[src/rtl/vend_credit_sequencer.sv]
// Coin-credit vending controller: accumulates credit, vends at PRICE and returns
// change one rupee at a time over request/ack handshakes, with a motor timeout fault.
module vend_credit_sequencer #(
  parameter int CREDIT_W   = 4,
  parameter int PRICE      = 3,
  parameter int MAX_CREDIT = 9,
  parameter int VEND_TMO   = 15
) (
  input  logic                clk,
  input  logic                rst_n,
  input  logic                coin_valid,
  input  logic [1:0]          coin_val,
  input  logic                buy,
  input  logic                cancel,
  output logic                vend_req,
  input  logic                vend_ack,
  output logic                chg_req,
  input  logic                chg_ack,
  output logic [CREDIT_W-1:0] credit,
  output logic                coin_reject,
  output logic                busy,
  output logic                fault
);

  localparam int TMO_W = $clog2(VEND_TMO + 1);

  typedef enum logic [2:0] {
    S_IDLE,
    S_CREDIT,
    S_VEND,
    S_CHANGE,
    S_FAULT
  } state_e;

  state_e              state_q, state_d;
  logic [CREDIT_W-1:0] credit_q, credit_d;
  logic [TMO_W-1:0]    tmo_cnt_q, tmo_cnt_d;
  logic                vend_req_q, vend_req_d;
  logic                chg_req_q, chg_req_d;
  logic                coin_reject_q, coin_reject_d;
  logic                busy_q, busy_d;
  logic                fault_q, fault_d;

  logic                accepting;
  logic                do_cancel;
  logic                do_coin;
  logic                coin_val_ok;
  logic                coin_fits;
  logic                coin_accept;
  logic                do_buy;
  logic                vend_done;
  logic                vend_tmo;
  logic                chg_done;
  logic [CREDIT_W:0]   coin_sum;
  logic [TMO_W-1:0]    tmo_next;

  // Event decode; cancel outranks coin, coin outranks buy, losers are dropped.
  assign accepting   = (state_q == S_IDLE) || (state_q == S_CREDIT);
  assign do_cancel   = (state_q == S_CREDIT) && cancel;
  assign do_coin     = accepting && coin_valid && !do_cancel;
  assign coin_val_ok = (coin_val == 2'd1) || (coin_val == 2'd2);
  assign coin_sum    = {1'b0, credit_q} + {{(CREDIT_W-1){1'b0}}, coin_val};
  assign coin_fits   = coin_sum <= (CREDIT_W+1)'(MAX_CREDIT);
  assign coin_accept = do_coin && coin_val_ok && coin_fits;
  assign do_buy      = (state_q == S_CREDIT) && buy && !cancel && !coin_valid &&
                       (credit_q >= CREDIT_W'(PRICE));
  assign vend_done   = (state_q == S_VEND) && vend_ack;
  // vend_req is held for VEND_TMO cycles; an ack on the last of them still wins.
  assign tmo_next    = tmo_cnt_q + TMO_W'(1);
  assign vend_tmo    = (state_q == S_VEND) && !vend_ack && (tmo_next == TMO_W'(VEND_TMO));
  assign chg_done    = (state_q == S_CHANGE) && chg_req_q && chg_ack;

  always_ff @(posedge clk or negedge rst_n) begin
    if (!rst_n) begin
      state_q       <= S_IDLE;
      credit_q      <= '0;
      tmo_cnt_q     <= '0;
      vend_req_q    <= 1'b0;
      chg_req_q     <= 1'b0;
      coin_reject_q <= 1'b0;
      busy_q        <= 1'b0;
      fault_q       <= 1'b0;
    end else begin
      state_q       <= state_d;
      credit_q      <= credit_d;
      tmo_cnt_q     <= tmo_cnt_d;
      vend_req_q    <= vend_req_d;
      chg_req_q     <= chg_req_d;
      coin_reject_q <= coin_reject_d;
      busy_q        <= busy_d;
      fault_q       <= fault_d;
    end
  end

  always_comb begin
    state_d = state_q;
    case (state_q)
      S_IDLE: begin
        if (coin_accept) state_d = S_CREDIT;
      end
      S_CREDIT: begin
        if (do_cancel)   state_d = S_CHANGE;
        else if (do_buy) state_d = S_VEND;
      end
      S_VEND: begin
        if (vend_done)     state_d = (credit_q != '0) ? S_CHANGE : S_IDLE;
        else if (vend_tmo) state_d = S_CHANGE;
      end
      S_CHANGE: begin
        if ((chg_done && credit_q <= CREDIT_W'(1)) || credit_q == '0)
          state_d = fault_q ? S_FAULT : S_IDLE;
      end
      S_FAULT: state_d = S_FAULT;
      default: state_d = S_IDLE;
    endcase
  end

  always_comb begin
    credit_d = credit_q;
    if (coin_accept)                       credit_d = coin_sum[CREDIT_W-1:0];
    else if (do_buy)                       credit_d = credit_q - CREDIT_W'(PRICE);
    else if (vend_tmo)                     credit_d = credit_q + CREDIT_W'(PRICE);
    else if (chg_done && credit_q != '0)   credit_d = credit_q - CREDIT_W'(1);
    else if (state_q == S_FAULT)           credit_d = '0;

    tmo_cnt_d     = (state_q == S_VEND) ? tmo_next : '0;
    vend_req_d    = do_buy || ((state_q == S_VEND) && !vend_ack && !vend_tmo);
    coin_reject_d = (do_coin && !coin_accept) || (!accepting && coin_valid);
    fault_d       = fault_q || vend_tmo;

    chg_req_d = 1'b0;
    if (do_cancel || vend_tmo || (vend_done && credit_q != '0))
      chg_req_d = 1'b1;
    else if (state_q == S_CHANGE)
      chg_req_d = chg_req_q ? !chg_ack : (credit_q != '0);

    busy_d = (state_d == S_VEND) || (state_d == S_CHANGE) || (state_d == S_FAULT);
  end

  assign vend_req    = vend_req_q;
  assign chg_req     = chg_req_q;
  assign credit      = credit_q;
  assign coin_reject = coin_reject_q;
  assign busy        = busy_q;
  assign fault       = fault_q;

endmodule

[config.mk]
export PLATFORM = sky130hd
export DESIGN_NAME = vend_credit_sequencer
export DESIGN_NICKNAME = d
export VERILOG_FILES = /design/src/rtl/vend_credit_sequencer.sv
export SDC_FILE = /design/constraint.sdc
export NUM_CORES = 1
export LEC_CHECK = 0
export CORE_ASPECT_RATIO = 0.8
export CORE_MARGIN = 2
export CORE_UTILIZATION = 35
export DETAILED_ROUTE_END_ITERATION = 12
export PLACE_DENSITY_LB_ADDON = 0.2
export SLEW_MARGIN = 10
export SYNTH_ARGS = -nofsm -noshare
export SYNTH_HDL_FRONTEND = slang
export SYNTH_SLANG_ARGS = --single-unit
[constraint.sdc]
create_clock -name clk -period 2.8 [get_ports clk]
set_input_delay 0.56 -clock clk [delete_from_list [all_inputs] [get_ports clk]]
set_output_delay 0.56 -clock clk [all_outputs]
set_load 0.05 [all_outputs]
* After elaboration in Yosys (flattened, before gate mapping)
Index checks and enable logic that the tools add are counted.
** Storage, ports and cells
- Flip-flop bits (word level) :: 16
- Logic and storage cells :: 86
- Bits of input ports :: 9
** Operators by class
- Add/subtract/negate cells :: 5
- Equality and inequality tests :: 10
- Mux-type cells :: 18
- Reductions and logical operators :: 42
- Magnitude comparators :: 3
** Operators with widths (number)
- $mux 4 :: 6
- $mux 3 :: 7
- $logic_and 1x1->1 :: 20
- $pmux 3 s5 :: 1
- $eq 3x2->1 const B :: 4
- $logic_or 1x1->1 :: 10
- $logic_not 1->1 :: 8
- $eq 3x3->1 const B :: 2
- $add 4x2->5 :: 1
- $le 5x4->1 const B :: 1
- $reduce_bool 5->1 :: 1
- $add 4x1->4 const B :: 1
- $add 4x2->4 const B :: 1
- $eq 4x4->1 const B :: 1
- $ge 4x2->1 const B :: 1
- $le 4x1->1 const B :: 1
- $logic_not 4->1 :: 1
- $reduce_bool 4->1 :: 1
- $sub 4x1->4 const B :: 1
- $sub 4x2->4 const B :: 1
- $eq 3x1->1 const B :: 1
- $logic_not 3->1 :: 1
- $mux 1 :: 3
- $eq 2x1->1 const B :: 1
- other kinds (2) :: 2

* Depth between registers and ports, before layout
Gate-level depths: netlist (run 1).
- Depth in word-level cells :: 11
- Gate-level depth with buffers :: 9

* Worst setup path before layout (run 1)
OpenSTA, ideal clock, no wires.
- Path kind :: reg2reg
- From :: register credit_q[0] (netlist: credit[0])
- To :: register state_q[0]
- Library setup time :: 0.077 ns
- Data required time :: 2.723 ns
- Buffers on the path :: 0
- Path slack :: 0.096 ns
- Cell stages (with the launch flop) :: 10
- Data arrival time :: 2.626 ns
- Cell sequence :: dfrtp_1 -> ha_1 -> inv_1 -> fa_1 -> nor2_1 -> or3_1 -> a31oi_1 -> nand2_1 -> o311a_1 -> a21oi_1
** Between the ends
- Word-level cells in the longest chain between the ends :: 5
- Elaborated cells between the ends (all ways) :: 17
- Classes of those cells :: add/sub (1); order compare (3); mux (7); reduce/logical (6)
** RTL lines
- start, declared :: line 36 : logic [CREDIT_W-1:0] credit_q, credit_d;
- start signal, assigned :: line 85 : credit_q <= credit_d;
- $add 4x2->5, or another cell as far along :: line 62 : assign coin_sum = {1'b0, credit_q} + {{(CREDIT_W-1){1'b0}}, coin_val};
- $le 5x4->1, or another cell as far along :: line 63 : assign coin_fits = coin_sum <= (CREDIT_W+1)'(MAX_CREDIT);
- $logic_and 1x1->1, or another cell as far along :: line 64 : assign coin_accept = do_coin && coin_val_ok && coin_fits;
- $mux 3 (on tied branches) :: line 99, 102, 110
- $pmux 3 s5 * :: line 97 : case (state_q)
- via state_d[0] :: line 35 : state_e state_q, state_d;
- end signal, assigned :: line 84 : state_q <= state_d;
- end, declared :: line 35
The timed path passes the listed nets; every way through them passes the cells marked *.
A chain may end at the register's enable or synchronous reset.

* Worst setup path in the final report (run 1)
- From :: input coin_val[0]
- To :: register state_q[0]
** Between the ends
- Word-level cells in the longest chain between the ends :: 6
- Elaborated cells between the ends (all ways) :: 9
- Classes of those cells :: add/sub (1); order compare (1); eq/ne (2); mux (2); reduce/logical (3)
** RTL lines
- start, declared :: line 12 : input logic [1:0] coin_val,
- branches (longest 3 deep; another with $add 4x2->5)
- $logic_and 1x1->1 * :: line 64
- $mux 3 * :: line 99 : if (coin_accept) state_d = S_CREDIT;
- $pmux 3 s5 * :: line 97
- via state_d[0] :: line 35
Mark *: on every way through the listed nets, which the timed path passes.

==> flow_metrics.tcl, run 1 <==
set metrics [dict create \
    status "finished, final reports clean" \
    synth_fa_ha_area_share_pct 9.41 \
    crit_fanout 6 \
    p_leak_nw 0.658 \
    clk_pin_slew_worst_paths_ps 70 \
    wl_per_cell_um 14.4 \
    skew_ps 5.97 \
    avgSynthCellArea_um2 8.45 \
    cp-end-kind "register" \
    syn_nets 169 \
    clkLatencyLatePin_ps 250 \
    synth_top_family_by_area "simple AND/OR/NAND/NOR gates" \
    power_density_nw_per_um2 1020 \
    dr_total_vias 1208 \
    antennaDiodeCount 0 \
    netlist_instances 151 \
    dp.cells 213 \
    async_reset_ff_share_pct 100 \
    ys_seq_elements 16 \
    cts_tree "done" \
    path_buf_inv 3 \
    ir_worst_vdd_mv 0.522 \
    fin_area_um2 1580 \
    track_usage_pct 16.6 \
    hold_class "reg2reg" \
    clock_sinks 16 \
    grt_pass1_vias 1127 \
    synth_cell_types 47 \
    post-route-min-period_ps 2630 \
    cts_resized 0 \
    drive_above_1_share_pct 13.7 \
    drt_iter0_markers 86 \
    drc_errors 0 \
    synth_xor_area_share_pct 2.06 \
    yosys.area_share.simple_pct 25.4 \
    place_congestion 0.853 \
    core_um2 3470 \
    ys_seq_area_share_pct 31.4 \
    post-cts-setup-buffer-count 0 \
    hold_viol 0 \
    critPathTopFamily "buffers and inverters" \
    cp_slowest_stage_delay_ps 500 \
    max_freq_ghz 0.381 \
    synth-edff-count 0 \
    crit_type "in2reg" \
    htree_levels 1 \
    final_max_slew_viol_count 0 \
    grt_start_max_net_pins 17 \
    die_w_um 71.5 \
    final_util_pct 45.4 \
    ctsHoldBuffers 0 \
    initial_core_util_pct 36.8 \
    synthToLayoutAreaGrowth_pct 23.4 \
    num_io_pins 18 \
    globalRoute.totalOverflow 0 \
    clockBufferDepth 2 \
    dieArea_um2 4150 \
    die_h_um 58.0 \
    final_cells 217 \
    maxCapViolations 0 \
    grt_pass1_wl_um 5350 \
    cp.arrival_ps 2810 \
    fin_crit_sh_pct 93.8 \
    detail-route-antenna-nets 0 \
    vias_per_cell 5.57 \
    rsz0062_at_grt "false" \
    row_count 19 \
    cts_buffers 3 \
    place_area_um2 1520 \
    setup_viol 0 \
    whs_ps 540 \
    syn_area_um2 1280 \
    fin_nets 194 \
    cts_root_buffer "clkbuf_8" \
    worst_setup_path_start_kind "input pin" \
    slew_headroom_pct 49.3 \
    drt_pass1_iterations 4 \
    synth-compound-area-share_pct 24.4 \
    portBuffers 17 \
    crit_slowest_cell "fa_1" \
    hpwl_um 2390 \
    muxShareOfSynthArea_pct 0.882 \
    tightest_slew_ps 758 \
    ys_warn_count 0 \
    synth_ff_type "dfrtp_1" \
    crit_chain "clkdlybuf4s50_1 -> ha_2 -> inv_1 -> fa_1 -> nor2_1 -> or3_1 -> a31oi_1 -> buf_4 -> nand2_1 -> o311a_1 -> a21oi_1" \
    crit_required_ps 2980 \
    totalWireLength_um 3120 \
    antenna_found_initial 0 \
    nFillCells 330 \
]
-- cell families (layout without fill, tap and decap cells) --
kind of cell,count (synthesis),in the layout
buffers and inverters,15,39
multiplexers,1,1
adder cells (fa/ha/maj),9,9
AO/OA/AOI/OAI,44,44
XOR/XNOR,3,3
AND/OR/NAND/NOR,63,63
flip-flops,16,16
-- cells in the mapped netlist, types with 3 or more instances --
library cell | number | area (µm²)
inv_1 | 9 | 33.8
a31oi_1 | 5 | 31.3
ha_1 | 8 | 100
nor2_1 | 20 | 75.1
a21oi_1 | 10 | 50.1
nand3_1 | 7 | 35.0
nor3_1 | 3 | 15.0
nand2_1 | 15 | 56.3
nand3b_1 | 3 | 22.5
dfrtp_1 | 16 | 400
o21ai_0 | 8 | 40.0
-- worst reg2reg max path: stages, from the launching register on --
cell and delay (ps):
dfrtp_1 540, or3b_4 500, a2111oi_4 420, nor2_1 170, nand3_1 130, mux2_2 340
a21oi_1 160
-- state kept, by name, indices dropped and copies added, names as in the netlist --
name	count
state_q	3
vend_req	1
chg_req	1
tmo_cnt_q	4
busy	1
coin_reject	1
credit	4
fault	1
-- area by class of cell --
class                      instances  area [µm²]  area share (%)
clock buffer                       4        55.1            3.49
inverter                           9        33.8            2.14
multi-input combinational        120         796            50.5
sequential                        16         400            25.4
tap                               42        52.6            3.34
timing repair buffer              26         238            15.1
-- through the flow --
stage,setup slack (ps),power (W),TNS (ps)
floorplan,96.4,0.00113,0
global placement,-41.0,0.00139,-97.2
detailed placement,-91.9,0.00140,-250
CTS,177,0.00162,0
global route,12.8,0.00176,0
finish,173,0.00161,0
-- power breakdown --
part,internal (W),switching [W]
Clock,0.000125,0.0000846
Combinational,0.000393,0.000577
Sequential,0.000311,0.000124
Total,0.000829,0.000785
-- cell usage in the layout, fill, tap and decap left out, types with 5 or more instances in the layout --
cell	count
inv_1	9
nand3_1	7
a31oi_1	5
nor2_1	20
ha_1	7
nand2_1	15
o21ai_0	8
clkdlybuf4s50_1	17
dfrtp_1	16
a21oi_1	10
buf_4	9
-- layer usage --
| metal | global-route usage, % | vias up | part of all wire (%) |
|---|---|---|---|
| li1 | - | 595 | - |
| met1 | 23.9 | 572 | 51 |
| met2 | 24.7 | 37 | 42 |
| met3 | 4.70 | 4 | 6.0 |
| met4 | 4.31 | 0 | 0.77 |
| met5 | 0 | - | 0 |
-- path summary, 6_finish.rpt --
kind / start / endpoint / slack, ps / cells after the start
worst min register to register: fault / fault / 540 / 1
worst min-delay path: fault / fault / 540 / 1
worst max-delay path: coin_val[0] / state_q[0] / 170 / 11
min in group asynchronous: rst_n / busy / 750 / 1
max in group asynchronous: rst_n / credit[3] / 1570 / 1
worst max register to register: state_q[1] / credit[0] / 460 / 6
Note: power is estimated with default switching activity, not from simulation.
==> inputs of run 2 (changes only) <==
--- a/config.mk
+++ b/config.mk
@@ -5,11 +5,14 @@
 export SDC_FILE = /design/constraint.sdc
 export NUM_CORES = 1
 export LEC_CHECK = 0
+export CELL_PAD_IN_SITES_DETAIL_PLACEMENT = 1
+export CELL_PAD_IN_SITES_GLOBAL_PLACEMENT = 1
 export CORE_ASPECT_RATIO = 0.8
 export CORE_MARGIN = 2
 export CORE_UTILIZATION = 35
 export DETAILED_ROUTE_END_ITERATION = 12
 export PLACE_DENSITY_LB_ADDON = 0.2
+export REMOVE_ABC_BUFFERS = 1
 export SLEW_MARGIN = 10
 export SYNTH_ARGS = -nofsm -noshare
 export SYNTH_HDL_FRONTEND = slang
==> run 2 against run 1 <==
Critical path depth did not move. Sequential power hardly changed. Register-to-register slack lost 80 ps. Combinational power barely moved. Clock skew shrank 4.9 ps. Power up 2.3%. Largest power group unchanged.
==> flow_metrics.tcl, run 2 (synthesis results as in run 1) <==
set metrics [dict create \
    crit_chain "clkdlybuf4s50_1 -> ha_2 -> inv_1 -> fa_1 -> nor2_1 -> or3_1 -> a31oi_1 -> buf_4 -> nand2_1 -> o311a_1 -> a21oi_2" \
    worst_setup_path_start_kind "input pin" \
    clkLatencyLatePin_ps 250 \
    initial_core_util_pct 36.8 \
    critPathTopFamily "buffers and inverters" \
    hold_class "reg2reg" \
    core_um2 3470 \
    crit_slowest_cell "fa_1" \
    status "finished, final reports clean" \
    place_congestion 0.887 \
    cp-startpoint "coin_val[0]" \
    maxCapViolations 0 \
    htree_levels 1 \
    clock_sinks 16 \
    dp.cells 213 \
    drive_above_1_share_pct 14.3 \
    final_max_slew_viol_count 0 \
    ir_worst_vdd_mv 0.523 \
    grt_pass1_wl_um 6120 \
    power_density_nw_per_um2 1050 \
    hold_viol 0 \
    hpwl_um 2730 \
    die_h_um 58.0 \
    cp.arrival_ps 2920 \
    antenna_found_initial 0 \
    path_buf_inv 3 \
    crit_required_ps 2970 \
    row_count 19 \
    final_common_cell "nor2_1" \
    post-route-min-period_ps 2740 \
    tightest_slew_ps 778 \
    fin_nets 194 \
    final_cell_mix "nor2_1 (20), clkdlybuf4s50_1 (17), dfrtp_1 (16)" \
    cts_root_buffer "clkbuf_8" \
    drt_iter0_markers 57 \
    grt_start_max_net_pins 17 \
    setup_viol 0 \
    clk_pin_slew_worst_paths_ps 70 \
    pre_cts_slack_ps -149 \
    cp_slowest_stage_delay_ps 500 \
    vias_per_cell 5.67 \
    detail-route-antenna-nets 0 \
    antennaDiodeCount 0 \
    final_cells 217 \
    crit_fanout 6 \
    drt_pass1_iterations 4 \
    skew_ps 1.09 \
    worst_slack_ps 56.1 \
    seqCellArea_um2 400 \
    totalWireLength_um 3620 \
    post-cts-setup-buffer-count 0 \
    rsz0062_at_grt "false" \
    r2r_start "credit[1]" \
    dieArea_um2 4150 \
    drc_errors 0 \
    hold_path_startpoint "fault" \
    portBuffers 17 \
    fin_crit_sh_pct 98.0 \
    cts_buffers 3 \
    cts_tree "done" \
    wl_per_cell_um 16.7 \
    die_w_um 71.5 \
    nFillCells 419 \
    cp-end-kind "register" \
    num_io_pins 18 \
    crit_type "in2reg" \
    dr_total_vias 1230 \
    max_freq_ghz 0.364 \
    multi_input_area_um2 800 \
    slew_headroom_pct 47.9 \
    globalRoute.totalOverflow 0 \
    synthToLayoutAreaGrowth_pct 23.7 \
    p_leak_nw 0.658 \
    track_usage_pct 18.6 \
    grt_pass1_vias 1267 \
    clockBufferDepth 2 \
]
run 2: per-layer routing:
metal  share of wire (%)  up-vias  track usage [%]
li1                    -      590                -
met1                  51      594             28.0
met2                  43       40             27.6
met3                 4.9        6             4.35
met4                 1.2        0             3.23
met5                   0        -                0
run 2: what timing repair did:
action,in CTS,in global routing
hold buffers,0,0
endpoints found under the setup margin,0,2
gates resized for setup,0,2
run 2: final timing paths:
check	cells after the start	to	slack, ps
max	11	state_q[0]	60
max reg2reg	9	state_q[0]	380
min in group asynchronous	1	busy	760
min	1	fault	560
max in group asynchronous	1	credit[0]	1550
min reg2reg	1	fault	560
run 2: metrics by stage:
stage | setup TNS [ps] | hold slack [ps] | util [%] | total power, W | area, µm²
finish | 0 | 560 | 45.5 | 0.00165 | 1580
global route | 0 | 584 | 45.5 | 0.00178 | 1580
CTS | 0 | 561 | 45.3 | 0.00165 | 1570
detailed placement | -430 | 540 | 43.7 | 0.00142 | 1520
global placement | -122 | 524 | 43.7 | 0.00140 | 1520
floorplan | 0 | 264 | - | 0.00108 | 1230
run 2: cell type report:
class | count | share of cell area, %
well taps | 42 | 3.33
clock buffers | 4 | 3.49
inverters | 9 | 2.14
multi-input cells | 120 | 50.6
flip-flops and latches | 16 | 25.4
repair buffers | 26 | 15.1
run 2: power breakdown:
group | leakage [nW] | internal, W | total, W | switching [W]
Clock | 0.0288 | 0.000125 | 0.000211 | 0.0000862
Sequential | 0.197 | 0.000311 | 0.000436 | 0.000125
Combinational | 0.432 | 0.000399 | 0.00100 | 0.000606
run 2: worst register-to-register path, cell delays in order (launching register included):
cell and delay, ps:
dfrtp_1 490, inv_1 190, fa_1 560, nor2_1 40, or3_1 340, a31oi_1 190
buf_4 170, nand2_1 60, o311a_1 130, a21oi_2 160
